==> src/rtl/gfx_arb_pkg.sv <==
// gfx_arb_pkg: shared requester indices, state encoding and default sizes for the frame-buffer write arbiter
package gfx_arb_pkg;
  localparam int NUM_REQ = 3;
  typedef logic [1:0] req_idx_t;
  localparam req_idx_t REQ_FILL = 2'd0;
  localparam req_idx_t REQ_LINE = 2'd1;
  localparam req_idx_t REQ_BYP  = 2'd2;
  typedef enum logic {ARB_IDLE, ARB_BURST} arb_state_t;
  localparam int DEF_ADDR_W    = 28;
  localparam int DEF_DATA_W    = 128;
  localparam int DEF_MASK_W    = DEF_DATA_W / 8;
  localparam int DEF_BURST_LEN = 2;
endpackage

==> src/rtl/gfx_rr_picker.sv <==
// gfx_rr_picker: combinational round-robin winner select starting at rr_ptr,
// with an optional absolute-priority mode for the bypass requester.
module gfx_rr_picker import gfx_arb_pkg::*; (
  input  logic [NUM_REQ-1:0] valid,
  input  req_idx_t           rr_ptr,
  input  logic               byp_prio,
  output logic [NUM_REQ-1:0] winner
);
  logic [NUM_REQ-1:0] cand;
  always_comb begin
    cand = valid;
    cand[REQ_BYP] = valid[REQ_BYP] & ~byp_prio;
    winner = '0;
    // walk from lowest to highest priority so the requester at rr_ptr overwrites last
    for (int k = NUM_REQ - 1; k >= 0; k--)
      if (cand[(int'(rr_ptr) + k) % NUM_REQ]) winner = NUM_REQ'(1) << ((int'(rr_ptr) + k) % NUM_REQ);
    if (byp_prio && valid[REQ_BYP]) winner = NUM_REQ'(1) << REQ_BYP;
  end
endmodule

==> src/rtl/gfx_mem_arbiter.sv <==
// gfx_mem_arbiter: grants whole write bursts to fill / line / CPU-bypass sources, round-robin.
// Define GFX_ARB_BYPASS_PRIO_EN to give bypass writes absolute priority over fill and line.
module gfx_mem_arbiter import gfx_arb_pkg::*; #(
  parameter int ADDR_W    = DEF_ADDR_W,
  parameter int DATA_W    = DEF_DATA_W,
  parameter int MASK_W    = DEF_MASK_W,
  parameter int BURST_LEN = DEF_BURST_LEN
) (
  input  logic              clk,
  input  logic              rst,
  input  logic              fill_valid,
  output logic              fill_ready,
  input  logic [ADDR_W-1:0] fill_addr,
  input  logic [DATA_W-1:0] fill_data,
  input  logic [MASK_W-1:0] fill_mask,
  input  logic              line_valid,
  output logic              line_ready,
  input  logic [ADDR_W-1:0] line_addr,
  input  logic [DATA_W-1:0] line_data,
  input  logic [MASK_W-1:0] line_mask,
  input  logic              byp_valid,
  output logic              byp_ready,
  input  logic [ADDR_W-1:0] byp_addr,
  input  logic [DATA_W-1:0] byp_data,
  input  logic [MASK_W-1:0] byp_mask,
  output logic              mem_valid,
  input  logic              mem_ready,
  output logic [ADDR_W-1:0] mem_addr,
  output logic [DATA_W-1:0] mem_data,
  output logic [MASK_W-1:0] mem_mask,
  output logic              mem_first,
  output logic              mem_last,
  output logic [2:0]        grant,
  output logic              busy
);
  localparam int CNT_W = $clog2(BURST_LEN + 1);
  arb_state_t state, state_d;
  logic [NUM_REQ-1:0] req, winner, grant_d;
  logic [CNT_W-1:0] beat_cnt, cnt_d;
  req_idx_t rr_ptr, ptr_d, ptr_next;
  logic hs;
`ifdef GFX_ARB_BYPASS_PRIO_EN
  localparam logic BYP_PRIO = 1'b1;
  assign ptr_next = grant[REQ_FILL] ? REQ_LINE : grant[REQ_LINE] ? REQ_FILL : rr_ptr;
`else
  localparam logic BYP_PRIO = 1'b0;
  assign ptr_next = grant[REQ_FILL] ? REQ_LINE : grant[REQ_LINE] ? REQ_BYP : REQ_FILL;
`endif
  assign req = {byp_valid, line_valid, fill_valid};
  gfx_rr_picker u_picker (
    .valid    (req),
    .rr_ptr   (rr_ptr),
    .byp_prio (BYP_PRIO),
    .winner   (winner)
  );
  // outputs decode only registered state, so an asserted reset silences them at once
  assign busy      = state == ARB_BURST;
  assign mem_valid = busy & |(grant & req);
  assign {byp_ready, line_ready, fill_ready} = grant & {NUM_REQ{busy & mem_ready}};
  assign mem_addr  = grant[REQ_FILL] ? fill_addr : grant[REQ_LINE] ? line_addr : byp_addr;
  assign mem_data  = grant[REQ_FILL] ? fill_data : grant[REQ_LINE] ? line_data : byp_data;
  assign mem_mask  = grant[REQ_FILL] ? fill_mask : grant[REQ_LINE] ? line_mask : byp_mask;
  assign mem_first = busy & (beat_cnt == '0);
  assign mem_last  = busy & (beat_cnt == CNT_W'(BURST_LEN - 1));
  assign hs        = mem_valid & mem_ready;
  always_comb begin
    state_d = state;
    grant_d = grant;
    cnt_d   = beat_cnt;
    ptr_d   = rr_ptr;
    if (state == ARB_IDLE) begin
      if (|req) begin
        state_d = ARB_BURST;
        grant_d = winner;
        cnt_d   = '0;
      end
    end else if (hs) begin
      if (mem_last) begin
        state_d = ARB_IDLE;
        grant_d = '0;
        ptr_d   = ptr_next;
      end else cnt_d = beat_cnt + 1'b1;
    end
  end
  always_ff @(posedge clk or negedge rst) begin
    if (!rst) begin
      state    <= ARB_IDLE;
      grant    <= '0;
      beat_cnt <= '0;
      rr_ptr   <= REQ_FILL;
    end else begin
      state    <= state_d;
      grant    <= grant_d;
      beat_cnt <= cnt_d;
      rr_ptr   <= ptr_d;
    end
  end
endmodule

==> config.mk <==
export PLATFORM = sky130hd
export DESIGN_NAME = gfx_mem_arbiter
export DESIGN_NICKNAME = d
export VERILOG_FILES = /design/src/rtl/gfx_arb_pkg.sv /design/src/rtl/gfx_rr_picker.sv /design/src/rtl/gfx_mem_arbiter.sv
export SDC_FILE = /design/constraint.sdc
export NUM_CORES = 1
export LEC_CHECK = 0
export BUFFER_PORTS_ARGS = -buffer_cell sky130_fd_sc_hd__buf_2
export CORE_AREA = 4 4 273 275
export CTS_BUF_LIST = sky130_fd_sc_hd__clkbuf_8
export CTS_CLUSTER_DIAMETER = 150
export DETAILED_ROUTE_END_ITERATION = 7
export DIE_AREA = 0 0 277 279
export PLACE_DENSITY = 0.31
export SLEW_MARGIN = 15
export SYNTH_ARGS = -nofsm -noshare
export SYNTH_HDL_FRONTEND = slang
export SYNTH_SLANG_ARGS = --single-unit
==> constraint.sdc <==
create_clock -name clk -period 4.9 [get_ports clk]
set_input_delay 1.47 -clock clk [delete_from_list [all_inputs] [get_ports clk]]
set_output_delay 1.47 -clock clk [all_outputs]
set_load 0.01 [all_outputs]
# Word-level counts from Yosys, hierarchy flattened
# Cells that the tools add are included.
[totals]
elab_cells = 66
out_inout_bits = 182
register_bits = 8
input_bits = 522
[op_classes]
n_reduce_logical = 7
shifts = 3
addsub = 3
n_eq_ne = 4
n_bitwise = 7
div_mod_pow = 3
n_mux = 32
order_cmp = 3
[ops]
columns = ["op", "n"]
rows = [
  ["two-way mux 128 bit", 2],
  ["less-than comparator 32 x 4 -> 1 bit (second input constant)", 3],
  ["<< shifter 1 x 32 -> 3 bit (first input constant)", 3],
  ["remainder unit 32 x 3 -> 32 bit (second input constant)", 2],
  ["two-way mux 28 bit", 2],
  ["remainder unit 3 x 3 -> 32 bit (second input constant)", 1],
  ["two-way mux 16 bit", 2],
  ["two-way mux 3 bit", 7],
  ["two-way mux 2 bit", 6],
  ["two-way mux 1 bit", 10],
  ["AND reduction 3 bit", 3],
  ["AND 3 bit", 2],
  ["binary-select mux 1 bit (select 2 bit)", 3],
  ["OR reduction 3 bit", 2],
  ["AND 1 bit", 5],
  ["!= test 2 bit (second input constant)", 2],
  ["adder 2 x 1 -> 3 bit (second input constant)", 1],
  ["adder 2 x 2 -> 3 bit (second input constant)", 1],
  ["adder 2 x 1 -> 2 bit (second input constant)", 1],
  ["equality test 2 x 1 -> 1 bit (second input constant)", 1],
  ["logical NOT 2 bit", 1],
  ["!= test 2 x 1 -> 1 bit (second input constant)", 1],
  ["nonzero test 2 bit", 1],
]

# Longest topological paths before layout
[depth]
word_depth = 10
mapped_depth = 6
mapped_depth_nobuf = 6

# Modules after synthesis
# From an unflattened synthesis, not the netlist that was laid out.
[hier_totals]
cells_unflattened = 655
hier_area_um2 = 4177.8
[modules_own_cells]
columns = ["mod", "seq_area_each_um2", "area_per_inst_um2", "cells_per_inst", "instances"]
rows = [
  ["gfx_mem_arbiter", 200.2, 3915.0, 620, 1],
  ["gfx_rr_picker", 0.0, 262.8, 35, 1],
]

# Worst setup path after synthesis
# No wires, ideal clock.
[synth_path]
kind = "input to output"
startpoint = "input line_valid"
endpoint = "output mem_valid"
setup_slack_ns = 1.385
path_buffers = 0
stages = 2
required_ns = 3.430
t_arrival_ns = 2.045
cell_sequence = "a222oi_1 -> nor2_1"
[synth_between]
elab_chain_len = 3
[synth_rtl]
columns = ["element", "line_no", "source"]
rows = [
  ["start: declaration", "gfx_mem_arbiter.sv:16", "input logic line_valid,"],
  ["AND 3 bit", "gfx_mem_arbiter.sv:58", "assign mem_valid = busy & |(grant & req);"],
  ["OR reduction 3 bit", "gfx_mem_arbiter.sv:58", ""],
  ["AND 1 bit", "gfx_mem_arbiter.sv:58", ""],
  ["end: declaration", "gfx_mem_arbiter.sv:26", "output logic mem_valid,"],
]
# No other way between the ends.

# Worst setup path after layout
[layout_path]
startpoint = "input line_data[24]"
endpoint = "output mem_data[24]"
[layout_between]
elab_chain_len = 2
[layout_rtl]
columns = ["element", "line_no", "source"]
rows = [
  ["start: declaration", "gfx_mem_arbiter.sv:19", "input logic [DATA_W-1:0] line_data,"],
  ["two-way mux 128 bit (2 in series)", "gfx_mem_arbiter.sv:61", "assign mem_data = grant[REQ_FILL] ? fill_data : grant[REQ_LINE] ? line_data : byp_data;"],
  ["end: declaration", "gfx_mem_arbiter.sv:29", "output logic [DATA_W-1:0] mem_data,"],
]
# No other way between the ends.

==> flow_summary.toml <==
[cts]
clkLatencyLatePin_ps = 230
cts_htree_levels = 1
clk_transition_reported_paths_ps = 40
numCtsBuffers = 3
cts.root.buffer_cell = "clkbuf_8"
cts_setup_buffers = 0
clkSinkCount = 8
cts_hold_buf = 0
cts_tree = "built"
cts_resized = 0
clockBufferDepth = 2

[synth]
yosys-top-cells-area = "mux2i_1, o21ai_0, nand2_1"
post_synth_num_cell_types = 34
syn-mean-instance-area_um2 = 6.38
syn-num-nets = 1172
number_of_synthesized_flops_with_an_enable_pin = 0
post_synth_top_flop = "dfrtp_1"
synth-seq-cells = 8
post_synth_inst_count = 644
synth.cell_area_um2 = 4110
yosysTopAreaCellShare_pct = 42.4
synth_area_leader_cell = "mux2i_1"
synthesis.yosys.warnings = 0
synth.cells.most_frequent = "nand2_1, o21ai_0, mux2i_1"
synth_async_sr_flop_share_pct = 100
yosysSeqAreaShare_pct = 4.87

[grt]
grt_usage_pct = 8.92
grt.overflow.total = 0
grt_max_degree = 101
grt_pass1_vias = 7777
grt_pass1_wl_mm = 51.6
grt_antenna_before_repair = 15

[floorplanning]
rows = 99
core_area_um2 = 72300
horizontal_die_dimension_um = 277
die_height_um = 279
initial_core_util_pct = 5.68
die_area_um2 = 77300
num_io_pins = 704

[route]
dr.first_iter.drc_count = 309
first_pass_iters = 4
postRouteWirelength_mm = 38.1
dr_total_vias = 7365
ant_nets = 0
route.detailed.drc = 0
routed_wire_length_per_instance_um = 16.7
drt-vias-per-instance = 3.23

[worst_setup_path]
data_required_critical_path_ps = 3430
critical-path-top-delay-family = "compound AO/OA/AOI/OAI gates"
crit_path_top_delay_cell = "o21ai_0"
crit_fanout = 1
worstPathArrival_ps = 2500
cpPeakStageDelay_ps = 600
start_kind = "input pin"
timing.critical_path.cells = "buf_2 -> mux2i_1 -> o21ai_0 -> buf_2"
timing.critical_path.mode_cell = "buf_2"
criticalPathCategory = "in -> out"
type_of_element_capturing_the_critical_path = "output port"
critPathBufInv = 2

[sta]
hold_viol_final = 0
max_slew_margin_pct = 51.4
timing_max_transition_violations_final = 0
final.setup.tns_ps = 0
fmaxAchievable_mhz = 252
fin_worst_skew_ps = 5.73
min_period_ps = 3970
timing.final.crit_share_pct = 80.9
rsz0062_at_grt = "false"
whs_ps = 513
timing.final.ws_setup_ps = 933
tightest_slew_ps = 721
setup_violations = 0

[placed_design]
detailed_place_hpwl_mm = 34.3
cell_area_after_placement_um2 = 8790
pre_cts_ws_ps = 840
post-place-cells = 2268
gpl.final_weighted_congestion = 0.969
io_buffers = 703

[cells_and_area]
final_nets = 1842
filler_cell_count = 8550
area_growth_pct = 115
layout.core_utilization_pct = 12.2
post_route_cells_drive_above_1_share_pct = 55.9
design_area_um2 = 8850
final_cells = 2279

[pwr]
power.ir.vdd_worst_v = 0.000143
fin_total_pwr_mw = 3.50
p_leak_nw = 4.17
powerDensity_nw_per_um2 = 396

[hold_path]
hp-class = "reg -> reg"

[run_status]
outcome = "completed"

[job]
cap_violations = 0
[kinds of logic (layout without fill, tap and decap cells)]
| kind of cell | Yosys count | in the layout | share of synthesized area (%) |
|---|---|---|---|
| other | 0 | 7 | 0 |
| multiplexers | 176 | 176 | 42.9 |
| buffers and inverters | 68 | 737 | 7.07 |
| AO/OA/AOI/OAI | 191 | 191 | 24.2 |
| AND/OR/NAND/NOR | 194 | 194 | 18.9 |
| adder cells (fa/ha/maj) | 6 | 6 | 1.83 |
| flip-flops | 8 | 8 | 4.87 |
| XOR/XNOR | 1 | 1 | 0.213 |
[layer usage]
| layer | track usage (%) | up-vias | routed length, µm |
|---|---|---|---|
| met5 | 0 | - | 44 |
| met4 | 2.39 | 8 | 712 |
| met3 | 2.08 | 36 | 3260 |
| met2 | 17.5 | 459 | 20300 |
| met1 | 9.54 | 3249 | 13800 |
| li1 | - | 3613 | - |
[worst paths after layout]
check                                to  cells after the start           from  slack, ps
setup / recovery           mem_data[24]                      4  line_data[24]        930
hold / removal              beat_cnt[1]                      2    beat_cnt[1]        510
setup reg to reg            beat_cnt[1]                      5       grant[0]       2610
hold reg to reg             beat_cnt[1]                      2    beat_cnt[1]        510
max in group asynchronous      grant[0]                      1            rst       3620
min in group asynchronous     rr_ptr[0]                      1            rst       1080
[state kept, by name, indices dropped and copies added, names as in the netlist]
| register | flops |
|---|---|
| beat_cnt | 2 |
| busy | 1 |
| rr_ptr | 2 |
| grant | 3 |
[report_power, final]
part	total (mW)	internal [mW]	switching, mW
sequential	0.207	0.0961	0.111
clock	0.0800	0.0542	0.0258
combinational	3.21	1.28	1.94
total	3.50	1.43	2.08
[worst reg2reg max path: cells and delay by family, from the launching register on]
family	cells	cell delay (ps)
muxes	1	240
buffers and inverters	1	480
and+or+nand+nor	1	400
AOI/OAI and AO/OA	2	310
DFF	1	740
[layout make-up]
type | count | area (µm²) | share of cell area [%]
Clock buffer | 3 | 41.3 | 0.466
Clock inverter | 1 | 3.75 | 0.0424
Inverter | 8 | 30.0 | 0.339
Tap cell | 959 | 1200 | 13.6
Antenna cell | 7 | 17.5 | 0.198
Timing Repair Buffer | 725 | 3730 | 42.2
Multi-Input combinational cell | 568 | 3620 | 40.9
Sequential cell | 8 | 208 | 2.35
[layout by cell type, fill, tap and decap left out, types with 2 or more instances in the layout]
cell,netlist,layout
o21ai_0,176,176
dfrtp_1,8,6
and2_1,2,2
a21oi_1,3,3
inv_1,8,9
ha_1,6,6
dfrtp_4,0,2
and3_1,3,3
clkbuf_8,0,3
a32o_1,2,2
diode_2,0,7
nor2_1,2,2
mux2_2,2,2
buf_4,3,18
buf_12,0,4
buf_2,19,703
nand3b_1,2,2
nor2_2,2,2
nand2b_1,2,2
mux2i_1,174,174
nand2_1,176,176
No activity file was read; power rests on OpenSTA's default activity.
